==> config.mk <==
export PLATFORM = sky130hd
export DESIGN_NAME = axis_switch_rr_crossbar
export DESIGN_NICKNAME = d
export VERILOG_FILES = /design/src/rtl/axis_switch_pkg.sv /design/src/rtl/axis_rr_arbiter.sv /design/src/rtl/axis_switch_rr_crossbar.sv
export SDC_FILE = /design/constraint.sdc
export NUM_CORES = 1
export LEC_CHECK = 0
export CAP_MARGIN = 20
export CORE_MARGIN = 2
export CORE_UTILIZATION = 43
export CTS_CLUSTER_SIZE = 10
export DETAILED_ROUTE_END_ITERATION = 10
export PLACE_DENSITY = 0.83
export SYNTH_ARGS = -nofsm -noshare
export SYNTH_HDL_FRONTEND = slang
export SYNTH_SLANG_ARGS = --single-unit
export TNS_END_PERCENT = 50
==> constraint.sdc <==
create_clock -name aclk -period 3.5 [get_ports aclk]
set_input_delay 0.525 -clock aclk [delete_from_list [all_inputs] [get_ports aclk]]
set_output_delay 0.525 -clock aclk [all_outputs]
set_load 0.005 [all_outputs]
==> src/rtl/axis_switch_pkg.sv <==
// rtl/axis_switch_pkg.sv - shared types and helpers for the AXI-Stream round-robin crossbar
package axis_switch_pkg;

    typedef enum logic {
        IDLE   = 1'b0,
        LOCKED = 1'b1
    } state_t;

    // Index width that never collapses to zero for single-port configurations.
    function automatic int clog2_min1(input int n);
        return (n <= 1) ? 1 : $clog2(n);
    endfunction

endpackage

==> src/rtl/axis_rr_arbiter.sv <==
// rtl/axis_rr_arbiter.sv - combinational round-robin picker: first requester at or after ptr
module axis_rr_arbiter
    import axis_switch_pkg::*;
#(
    parameter int  NREQ = 2,
    localparam int IW   = clog2_min1(NREQ)
) (
    input  logic [NREQ-1:0] i_req,
    input  logic [IW-1:0]   i_ptr,
    output logic [NREQ-1:0] o_grant,
    output logic [IW-1:0]   o_idx
);

    int            w_sum;
    logic [IW-1:0] w_cand;

    // Scan from the farthest candidate back to ptr so the nearest requester overwrites last.
    always_comb begin
        o_grant = '0;
        o_idx   = '0;
        w_sum   = 0;
        w_cand  = '0;
        for (int k = NREQ - 1; k >= 0; k--) begin
            w_sum  = int'(i_ptr) + k;
            w_cand = IW'((w_sum >= NREQ) ? (w_sum - NREQ) : w_sum);
            if (i_req[w_cand]) begin
                o_grant         = '0;
                o_grant[w_cand] = 1'b1;
                o_idx           = w_cand;
            end
        end
    end

endmodule

==> src/rtl/axis_switch_rr_crossbar.sv <==
// rtl/axis_switch_rr_crossbar.sv - NSLAVES x NMASTERS AXI-Stream crossbar, per-master RR with packet lock
module axis_switch_rr_crossbar
    import axis_switch_pkg::*;
#(
    parameter int NSLAVES    = 2,
    parameter int NMASTERS   = 2,
    parameter int DATA_WIDTH = 64,
    parameter int DEST_WIDTH = 2,
    parameter int ID_WIDTH   = 1,
    parameter int HAS_ID     = 0,
    parameter int HAS_LAST   = 0
) (
    input  logic                           aclk,
    input  logic                           aresetn,
    input  logic [NSLAVES-1:0]             s_valid,
    output logic [NSLAVES-1:0]             s_ready,
    input  logic [NSLAVES*DATA_WIDTH-1:0]  s_data,
    input  logic [NSLAVES*DEST_WIDTH-1:0]  s_dest,
    input  logic [NSLAVES*ID_WIDTH-1:0]    s_id,
    input  logic [NSLAVES-1:0]             s_last,
    output logic [NMASTERS-1:0]            m_valid,
    input  logic [NMASTERS-1:0]            m_ready,
    output logic [NMASTERS*DATA_WIDTH-1:0] m_data,
    output logic [NMASTERS*DEST_WIDTH-1:0] m_dest,
    output logic [NMASTERS*ID_WIDTH-1:0]   m_id,
    output logic [NMASTERS-1:0]            m_last,
    output logic [NSLAVES-1:0]             dest_err
);

    localparam int SW = clog2_min1(NSLAVES);

    state_t                r_state [NMASTERS];
    logic [SW-1:0]         r_owner [NMASTERS];
    logic [SW-1:0]         r_ptr   [NMASTERS];
    logic [NMASTERS-1:0]   r_mvalid;
    logic [DATA_WIDTH-1:0] r_mdata [NMASTERS];
    logic [DEST_WIDTH-1:0] r_mdest [NMASTERS];
    logic [ID_WIDTH-1:0]   r_mid   [NMASTERS];
    logic [NMASTERS-1:0]   r_mlast;
    logic [NSLAVES-1:0]    r_drop;
    logic [NSLAVES-1:0]    r_derr;

    logic [NSLAVES-1:0]    w_req  [NMASTERS];
    logic [NSLAVES-1:0]    w_gnt  [NMASTERS];
    logic [SW-1:0]         w_gidx [NMASTERS];
    logic [NSLAVES-1:0]    w_locked;
    logic [NSLAVES-1:0]    w_lock_ready;
    logic [NSLAVES-1:0]    w_bad;
    logic [NSLAVES-1:0]    w_dropping;
    logic [NMASTERS-1:0]   w_accept;
    logic [NMASTERS-1:0]   w_end;

    always_comb begin
        w_locked     = '0;
        w_lock_ready = '0;
        w_accept     = '0;
        w_end        = '0;
        for (int m = 0; m < NMASTERS; m++) begin
            if (r_state[m] == LOCKED) begin
                w_locked[r_owner[m]]     = 1'b1;
                w_lock_ready[r_owner[m]] = w_lock_ready[r_owner[m]] | !r_mvalid[m] | m_ready[m];
                w_accept[m] = s_valid[r_owner[m]] & (!r_mvalid[m] | m_ready[m]);
            end
            w_end[m] = (HAS_LAST != 0) ? s_last[r_owner[m]] : 1'b1;
        end
        for (int i = 0; i < NSLAVES; i++) begin
            w_bad[i] = s_valid[i] & !w_locked[i] &
                       (32'(s_dest[i*DEST_WIDTH +: DEST_WIDTH]) >= 32'(NMASTERS));
        end
        // A slave mid-drop swallows beats without re-decoding their dest.
        w_dropping = ~w_locked & (r_drop | w_bad);
        s_ready    = w_lock_ready | w_dropping;
        for (int m = 0; m < NMASTERS; m++) begin
            w_req[m] = '0;
            for (int i = 0; i < NSLAVES; i++) begin
                w_req[m][i] = s_valid[i] & !w_locked[i] & !r_drop[i] & (r_state[m] == IDLE) &
                              (32'(s_dest[i*DEST_WIDTH +: DEST_WIDTH]) == 32'(m));
            end
        end
    end

    for (genvar g = 0; g < NMASTERS; g++) begin : g_arb
        axis_rr_arbiter #(.NREQ(NSLAVES)) u_arb (
            .i_req   (w_req[g]),
            .i_ptr   (r_ptr[g]),
            .o_grant (w_gnt[g]),
            .o_idx   (w_gidx[g])
        );
    end

    always_ff @(posedge aclk) begin
        if (!aresetn) begin
            for (int m = 0; m < NMASTERS; m++) begin
                r_state[m] <= IDLE;
                r_owner[m] <= '0;
                r_ptr[m]   <= '0;
                r_mdata[m] <= '0;
                r_mdest[m] <= '0;
                r_mid[m]   <= '0;
            end
            r_mvalid <= '0;
            r_mlast  <= '0;
            r_drop   <= '0;
            r_derr   <= '0;
        end else begin
            for (int m = 0; m < NMASTERS; m++) begin
                if (w_accept[m]) begin
                    r_mvalid[m] <= 1'b1;
                    r_mdata[m]  <= s_data[r_owner[m]*DATA_WIDTH +: DATA_WIDTH];
                    r_mdest[m]  <= s_dest[r_owner[m]*DEST_WIDTH +: DEST_WIDTH];
                    r_mid[m]    <= (HAS_ID != 0) ? s_id[r_owner[m]*ID_WIDTH +: ID_WIDTH] : '0;
                    r_mlast[m]  <= w_end[m];
                    if (w_end[m]) begin
                        r_state[m] <= IDLE;
                        r_ptr[m]   <= (int'(r_owner[m]) == NSLAVES - 1) ? '0 : r_owner[m] + 1'b1;
                    end
                end else if (m_ready[m]) begin
                    r_mvalid[m] <= 1'b0;
                end
                if (r_state[m] == IDLE && |w_gnt[m]) begin
                    r_state[m] <= LOCKED;
                    r_owner[m] <= w_gidx[m];
                end
            end
            for (int i = 0; i < NSLAVES; i++) begin
                if (s_valid[i] && w_dropping[i]) begin
                    r_drop[i] <= (HAS_LAST != 0) && !s_last[i];
                end
            end
            r_derr <= r_derr | w_bad;
        end
    end

    always_comb begin
        m_valid  = r_mvalid;
        m_last   = r_mlast;
        dest_err = r_derr;
        m_data   = '0;
        m_dest   = '0;
        m_id     = '0;
        for (int m = 0; m < NMASTERS; m++) begin
            m_data[m*DATA_WIDTH +: DATA_WIDTH] = r_mdata[m];
            m_dest[m*DEST_WIDTH +: DEST_WIDTH] = r_mdest[m];
            m_id[m*ID_WIDTH +: ID_WIDTH]       = r_mid[m];
        end
    end

endmodule

# After elaboration in Yosys (flattened, before gate mapping)
# Memory sizes are Yosys's and may differ from the RTL's.
# Index checks and enable logic that the tools add are counted.
[op_classes] addsub=8 order_cmp=18 n_eq_ne=2 n_shift=4 mux=77 bitwise_logic=40 reduce_logical=18
[op_table] operator="128-bit by 8-bit indexed part select with 64-bit output" count=2
[op_table] operator="64-bit two-way mux" count=2
[op_table] operator="1-bit two-way mux" count=58
[op_table] operator="2-bit two-way mux" count=10
[op_table] operator="1-bit bitwise OR" count=18
[op_table] operator="1-bit AND" count=14
[op_table] operator="1-bit by 2-bit < comparator with 1-bit output (second input constant)" count=6
[op_table] operator="2-bit greater-or-equal comparator (second input constant)" count=4
[op_table] operator="1-bit logical AND" count=8
[op_table] operator="4-bit by 3-bit indexed part select with 2-bit output" count=2
[op_table] operator="1-bit demux with 1-bit select" count=6
[op_table] operator="1-bit greater-or-equal comparator (second input constant)" count=6
[op_table] operator="2-bit bitwise OR" count=3
[op_table] operator="1-bit by 1-bit adder with 2-bit output (second input constant)" count=2
[op_table] operator="2-bit AND" count=2
[op_table] operator="2-bit by 1-bit equality test with 1-bit output (second input constant)" count=2
[op_table] operator="1-bit by 2-bit greater-or-equal comparator with 1-bit output (second input constant)" count=2
[op_table] operator="1-bit zero test" count=4
[op_table] operator="2-bit zero test" count=2
[op_table] operator="2-bit nonzero test" count=2
[op_table] operator="2-bit OR reduction" count=2
[op_table] operator="1-bit subtractor (second input constant)" count=4
[op_table] operator="1-bit adder (second input constant)" count=2
[op_table] operator="2-bit bitwise mux" count=1
[op_table] operator="other kinds (2)" count=3
[word_totals] reg_bits=6 ramBits=138 inputBits=142 out_inout_bits=142 elab_cells=177 memories=5
[memory_table] name="r_mdata" words=2 word_bits=64 read_ports=2 rd_ports_with_merged_regs=0 wr=2 line_no="axis_switch_rr_crossbar.sv:36" text="logic [DATA_WIDTH-1:0] r_mdata [NMASTERS];"
[memory_table] name="r_mdest" words=2 word_bits=2 read_ports=2 rd_ports_with_merged_regs=0 wr=2 line_no="axis_switch_rr_crossbar.sv:37" text="logic [DEST_WIDTH-1:0] r_mdest [NMASTERS];"
[memory_table] name="r_owner" words=2 word_bits=1 read_ports=2 rd_ports_with_merged_regs=0 wr=2 line_no="axis_switch_rr_crossbar.sv:33" text="logic [SW-1:0] r_owner [NMASTERS];"
[memory_table] name="r_ptr" words=2 word_bits=1 read_ports=2 rd_ports_with_merged_regs=0 wr=2 line_no="axis_switch_rr_crossbar.sv:34" text="logic [SW-1:0] r_ptr [NMASTERS];"
[memory_table] name="r_state" words=2 word_bits=1 read_ports=2 rd_ports_with_merged_regs=0 wr=2 line_no="axis_switch_rr_crossbar.sv:32" text="state_t r_state [NMASTERS];"

# Logic depth before layout (Yosys ltp)
# Gate-level depths: netlist of the first run.
# An unclocked memory read counts as a cell.
[logic_depth] depth_word=22 mapped_depth=7 depth_no_buf=4

# By module
# Synthesis of the first run repeated with hierarchy kept, for this count alone.
[hier_totals] cells_unflattened=533 area_unflattened_um2=7967.6
[modules_own_cells] mod="axis_switch_rr_crossbar" instances=1 cells_per_inst=525 area_per_inst_um2=7915.1 seq_area_each_um2=4254.1
[modules_own_cells] mod="axis_rr_arbiter" instances=2 cells_per_inst=4 area_per_inst_um2=26.3 seq_area_each_um2=0.0

# Worst setup path before layout of the first run
# OpenSTA, ideal clock, no wires.
[synth_timing] kind="input port to flip-flop" start="input s_valid[1]" end="memory r_mdata[0][0], enable pin" setup_time_ns=0.711 arrival_time_ns=2.047 required_ns=2.789 slack_ns=0.742 stages=3 path_buffers=0 cell_sequence="mux2_1 nand3_1 nand2_1"
[synth_rtl] item="start: declaration" line_no="axis_switch_rr_crossbar.sv:15" text="input logic [NSLAVES-1:0] s_valid,"
[synth_rtl] item="end: declaration" line_no="axis_switch_rr_crossbar.sv:36"

==> results.cfg, run 1 <==
[detailed_routing]
vias = 4994
vias_per_cell = 5.15
drt_first_pass_iters = 5
wl_microns = 17600
detail-route-antenna-nets = 0
wire_per_inst_microns = 18.1
drt-initial-drc-count = 281
route.detailed.drc = 0

[timing]
hold_slack_ps = 473
rsz0062_at_grt = no
tns_ps = 0
finalCritPeriodShare_pct = 83.1
worst_pin_slew_ps = 916
fin_crit_ps = 2910
maxSlewViolCount = 0
setup_viol = 0
slew_headroom_pct = 39.0
fmax_mhz = 344
fin_worst_skew_ps = 8.41
hold_viol_final = 0

[clock_tree]
cts_buffer_depth = 2
cts_hold_buf = 0
cts_tree = yes
clk_latency_ps = 410
post-cts-setup-buffers = 0
root_buffer = clkbuf_16
cts_resized = 0
clk_pin_slew_worst_paths_ps = 60
cts_buffers = 17
h-tree-depth = 4
clkSinkCount = 144

[finish]
area_delta_synth_final_pct = 54.9
layout.nets = 910
postLayoutCellArea_sq_mm = 0.0102
diodes = 0
fillers = 1062
drive_gt1_share_pct = 4.87
multiInputGateArea_sq_mm = 0.00214
regArea_sq_mm = 0.00425

[floorplan]
die_area_sq_mm = 0.0163
rows = 45
initial_utilization_pct = 43.7
coreArea_sq_mm = 0.0150
ios = 284
die_w_microns = 128
die_height_microns = 128

[critical_path]
critPathCaptureType = primary output
r2r-start = r_owner[0][0]
cp_slowest_cell = clkdlybuf4s50_1
startpoint_type = flop
path_class = reg -> out
r2r_setup_slack_ps = 1270
cp_data_required_time_ps = 2970
crit_cells = 5
crit_chain = buf_4 > nand2b_1 > o2111ai_1 > o221ai_1 > clkdlybuf4s50_1
r2r_end = r_mdata[0][66]
reg2regPathDepth = 5
cp_top_family = buffers and inverters
endpoint = s_ready[0]
path_max_fanout = 35
startpoint = r_owner[0][0]
cp.arrival_ps = 2380
critPathMaxStageDelay_ps = 590
cp_num_buf_inv = 2

[logic_synthesis]
synth_seq_cells = 144
synth_cells = 495
yosys_warnings = 0
yosys.area.top_type = edfxtp_1
synth_area_per_cell_sq_um = 13.3
netlist_area_sq_mm = 0.00656
synth_top_area_share_pct = 62.7
yosysUniqueCellTypes = 30
yosys-top-cells-area = edfxtp_1 63%, mux2i_1 20%, nor2_1 7.8%
seq_area_frac_synth_pct = 64.8

[global_routing]
overflow = 0
grt_pass1_vias = 5202
antenna_found_initial = 0
grt_pass1_wl_microns = 26700
track_usage_pct = 21.4
grt_max_degree = 55

[power_and_ir_drop]
irDropWorstVdd_uv = 290
power.density_mw_per_mm2 = 475
leakagePower_nw = 3.84
p_total_mw = 4.83

[flow_run]
maxCapViolCount = 0

[min_path]
hold_class = reg -> reg

[place]
gp_congestion = 0.833
placed_cell_area_sq_mm = 0.00954
dp_hpwl_microns = 12200
portBuffers = 277

[run_status]
status = finished, final reports clean
-- worst min-delay path by stage --
stage	startpoint	end	slack (ps)	cells past startpoint
6_report	m_last[0]	m_last[0]	470	1
5_1_grt	m_last[1]	m_last[1]	490	1
4_1_cts	m_last[0]	m_last[0]	480	1
3_5_place_dp	m_last[0]	m_last[0]	470	1
3_3_place_gp	dest_err[0]	dest_err[0]	460	2
2_1_floorplan	dest_err[0]	dest_err[0]	450	2
-- routing by layer --
layer	GRT usage, %	routed length (microns)	vias up
met2	38.3	9130	218
li1	-	-	2342
met1	23.4	6760	2404
met4	8.21	362	0
met3	7.12	1310	30
met5	0	0	-
-- through the flow --
step,setup WS [ps],instances,utilization [%]
after global placement,700,937,63.5
after detailed placement,681,937,63.5
after CTS,563,969,67.6
after floorplan,742,496,-
final,592,969,67.6
after global routing,485,969,67.6
-- cells in the final DEF, fill, tap and decap left out, types with 2 or more instances in the layout --
cell type,n
clkdlybuf4s50_1,277
nor2_1,137
buf_4,5
edfxtp_1,137
a21boi_0,5
nand2_1,6
bufinv_16,5
conb_1,2
clkbuf_1,3
inv_1,6
and3_1,2
nand2b_1,3
nand3_1,6
mux2i_1,132
o21a_1,2
mux2_1,2
clkbuf_16,17
a21oi_1,2
buf_12,4
clkinvlp_4,2
clkinv_1,4
nand2_4,2
dfxtp_1,7
-- cells in the mapped netlist --
master,instances
edfxtp_1,137
nor2_1,137
mux2i_1,132
buf_2,11
buf_4,9
clkbuf_1,8
nand2_1,8
dfxtp_1,7
inv_1,6
nand3_1,6
a21boi_0,5
buf_1,5
nand2b_1,3
a21oi_1,2
and3_1,2
mux2_1,2
o21a_1,2
a21bo_2,1
a22oi_1,1
a311oi_1,1
and2_1,1
conb_1,1
nand4bb_1,1
nor3_1,1
nor3b_1,1
o2111a_1,1
o2111ai_1,1
o21ai_0,1
o21ai_2,1
o221ai_1,1
-- layout make-up --
| type | instances | area share, % |
|---|---|---|
| flip-flops and latches | 144 | 41.8 |
| repair buffers | 286 | 28.4 |
| multi-input cells | 313 | 21.1 |
| clock buffers | 20 | 4.29 |
| well taps | 188 | 2.31 |
| clock inverters | 12 | 1.86 |
| inverters | 6 | 0.221 |
-- logic make-up after synthesis --
logic type / Yosys count / share of synthesized area [%]
and+or+nand+nor: 160 / 9.69
DFF: 144 / 64.8
muxes: 134 / 20.5
buffers and inverters: 39 / 2.96
AOI/OAI and AO/OA: 17 / 2.00
other: 1 / 0.0571
-- sequential cells by signal (all words and copies together) (netlist names) --
signal,cells
r_mdest,4
r_state,2
r_mdata,128
r_ptr,2
m_last,2
m_valid,2
dest_err,2
r_owner,2
-- report_power, final --
part | total, mW | switching (mW) | internal (mW)
registers | 2.08 | 0.0424 | 2.04
logic | 0.811 | 0.339 | 0.472
clock network | 1.94 | 0.681 | 1.26
total | 4.83 | 1.06 | 3.77
Note: power is estimated with default switching activity, not from simulation.
==> inputs of run 2 (changes only) <==
==> constraint.sdc (replaced) <==
create_clock -name aclk -period 2.7 [get_ports aclk]
set_input_delay 0.405 -clock aclk [delete_from_list [all_inputs] [get_ports aclk]]
set_output_delay 0.405 -clock aclk [all_outputs]
set_load 0.005 [all_outputs]
==> run 2 against run 1 <==
Die area is the same. Flip-flop and latch count is the same. Critical path depth shrank 1. Cell count grew 0.52%. Non-clock buffer count grew 5. First-iteration DRC count shrank 13%. Critical path type unchanged. Critical endpoint is now s_ready[1]. Largest power group unchanged.
==> results.cfg, run 2 (synthesis results as in run 1) <==
[run_status]
status = finished, final reports clean

[detailed_routing]
vias = 4961
drt-initial-drc-count = 244
wire_per_inst_microns = 17.9
route.detailed.drc = 0
wl_microns = 17400
drt_first_pass_iters = 4
detail-route-antenna-nets = 0
vias_per_cell = 5.09

[clock_tree]
cts_resized = 0
clk_pin_slew_worst_paths_ps = 50
cts_buffers = 17
root_buffer = clkbuf_16
clk_latency_ps = 420
cts_buffer_depth = 2
cts_tree = yes
post-cts-setup-buffers = 0
h-tree-depth = 4
clkSinkCount = 144
cts_hold_buf = 0

[finish]
largest_reg_flops = 128
regMostFlops = r_mdata
reg_top3 = r_mdata: 128 flops, r_mdest: 4 flops
layout_common_cells = 277 x clkdlybuf4s50_1, 137 x nor2_1, 137 x edfxtp_1, 132 x mux2i_1, 17 x clkbuf_16
instances_no_fill = 974
multiInputGateArea_sq_mm = 0.00214
drive_gt1_share_pct = 5.85
mostFrequentLayoutCell = clkdlybuf4s50_1
layout.nets = 915
area_delta_synth_final_pct = 55.3
regArea_sq_mm = 0.00425
fillers = 1073
diodes = 0
fin_util_pct = 67.8

[global_routing]
grt_max_degree = 43
overflow = 0
grt_pass1_wl_microns = 26500
antenna_found_initial = 0
track_usage_pct = 21.2
grt_pass1_vias = 5096

[timing]
worst_pin_slew_ps = 693
slew_headroom_pct = 53.7
fmax_mhz = 419
finalCritPeriodShare_pct = 88.4
fin_worst_skew_ps = 9.17
hold_viol_final = 0
maxSlewViolCount = 0
fin_crit_ps = 2390
setup_viol = 0
rsz0062_at_grt = no

[power_and_ir_drop]
power.density_mw_per_mm2 = 597
leakagePower_nw = 3.87
irDropWorstVdd_uv = 433

[critical_path]
r2r-start = r_owner[0][0]
crit_chain = buf_4 > nand3_1 > nand3_1 > clkdlybuf4s50_1
reg2regPathDepth = 5
r2r_end = r_mdata[0][98]
critPathCaptureType = primary output
path_max_fanout = 17
startpoint_type = flop
critPathMaxStageDelay_ps = 540
path_class = reg -> out
cpMostUsedCell = nand3_1
startpoint = r_owner[0][1]
cp.arrival_ps = 1980
cp_data_required_time_ps = 2300
r2r_setup_slack_ps = 730
endpoint = s_ready[1]
cp_slowest_cell = clkdlybuf4s50_1

[place]
dp_cells = 942
dp_hpwl_microns = 12500
portBuffers = 277
gp_congestion = 0.816

[min_path]
hold_path.startpoint = dest_err[1]
hold_class = reg -> reg

[floorplan]
die_w_microns = 128
rows = 45
ios = 284
die_height_microns = 128
initial_utilization_pct = 43.7
die_area_sq_mm = 0.0163
coreArea_sq_mm = 0.0150

[flow_run]
maxCapViolCount = 0
## run 2: cell count changes in the layout (fill, tap and decap cells not counted)
cell	before	now
clkinvlp_4	2	1
clkinv_4	0	1
buf_4	5	7
bufinv_16	5	3
inv_6	1	0
clkinv_1	4	3
buf_12	4	7
clkbuf_1	3	1
clkinv_2	0	6
## run 2: critical path, delay by kind of cell, from the launching register on
kind                   cells  cell delay, ps
DFF                        1             460
and+or+nand+nor            2             210
buffers and inverters      2             900
## run 2: metrics by stage
| step | area [sq um] | power [mW] | setup WS (ps) | hold slack (ps) | setup TNS, ps |
|---|---|---|---|---|---|
| final | 10200 | 6.09 | 312 | 466 | 0 |
| after global routing | 10200 | 6.31 | 179 | 494 | 0 |
| after CTS | 10200 | 6.14 | 287 | 471 | 0 |
| after detailed placement | 9620 | 3.82 | 341 | 459 | 0 |
| after global placement | 9620 | 3.79 | 349 | 457 | 0 |
| after floorplan | 6570 | 3.13 | -41.7 | 452 | -2800 |
## run 2: layout make-up
class / count / share of cell area, %
Clock buffer: 18 / 4.21
Clock inverter: 14 / 1.45
Multi-Input combinational cell: 313 / 21.0
Tap cell: 188 / 2.31
Timing Repair Buffer: 291 / 29.1
Inverter: 6 / 0.221
Sequential cell: 144 / 41.7
## run 2: per-layer routing
metal / GRT usage (%) / vias up / part of all wire (%)
li1: - / 2340 / -
met1: 23.7 / 2364 / 39
met2: 36.6 / 221 / 50
met3: 7.71 / 36 / 8.9
met4: 8.86 / 0 / 2.6
met5: 0 / - / 0
## run 2: how the worst min path moves through the flow
| stage | end | slack [ps] | cells after the start |
|---|---|---|---|
| floorplan | dest_err[0] | 450 | 2 |
| global placement | dest_err[1] | 460 | 2 |
| detailed placement | dest_err[0] | 460 | 2 |
| CTS | dest_err[1] | 470 | 2 |
| global route | m_last[1] | 490 | 1 |
| finish | dest_err[1] | 470 | 2 |
## run 2: power by group
part           leakage, nW  internal [mW]  switching (mW)
Clock                0.286           1.43           0.890
Sequential            1.49           2.65          0.0546
Combinational         2.09          0.625           0.440
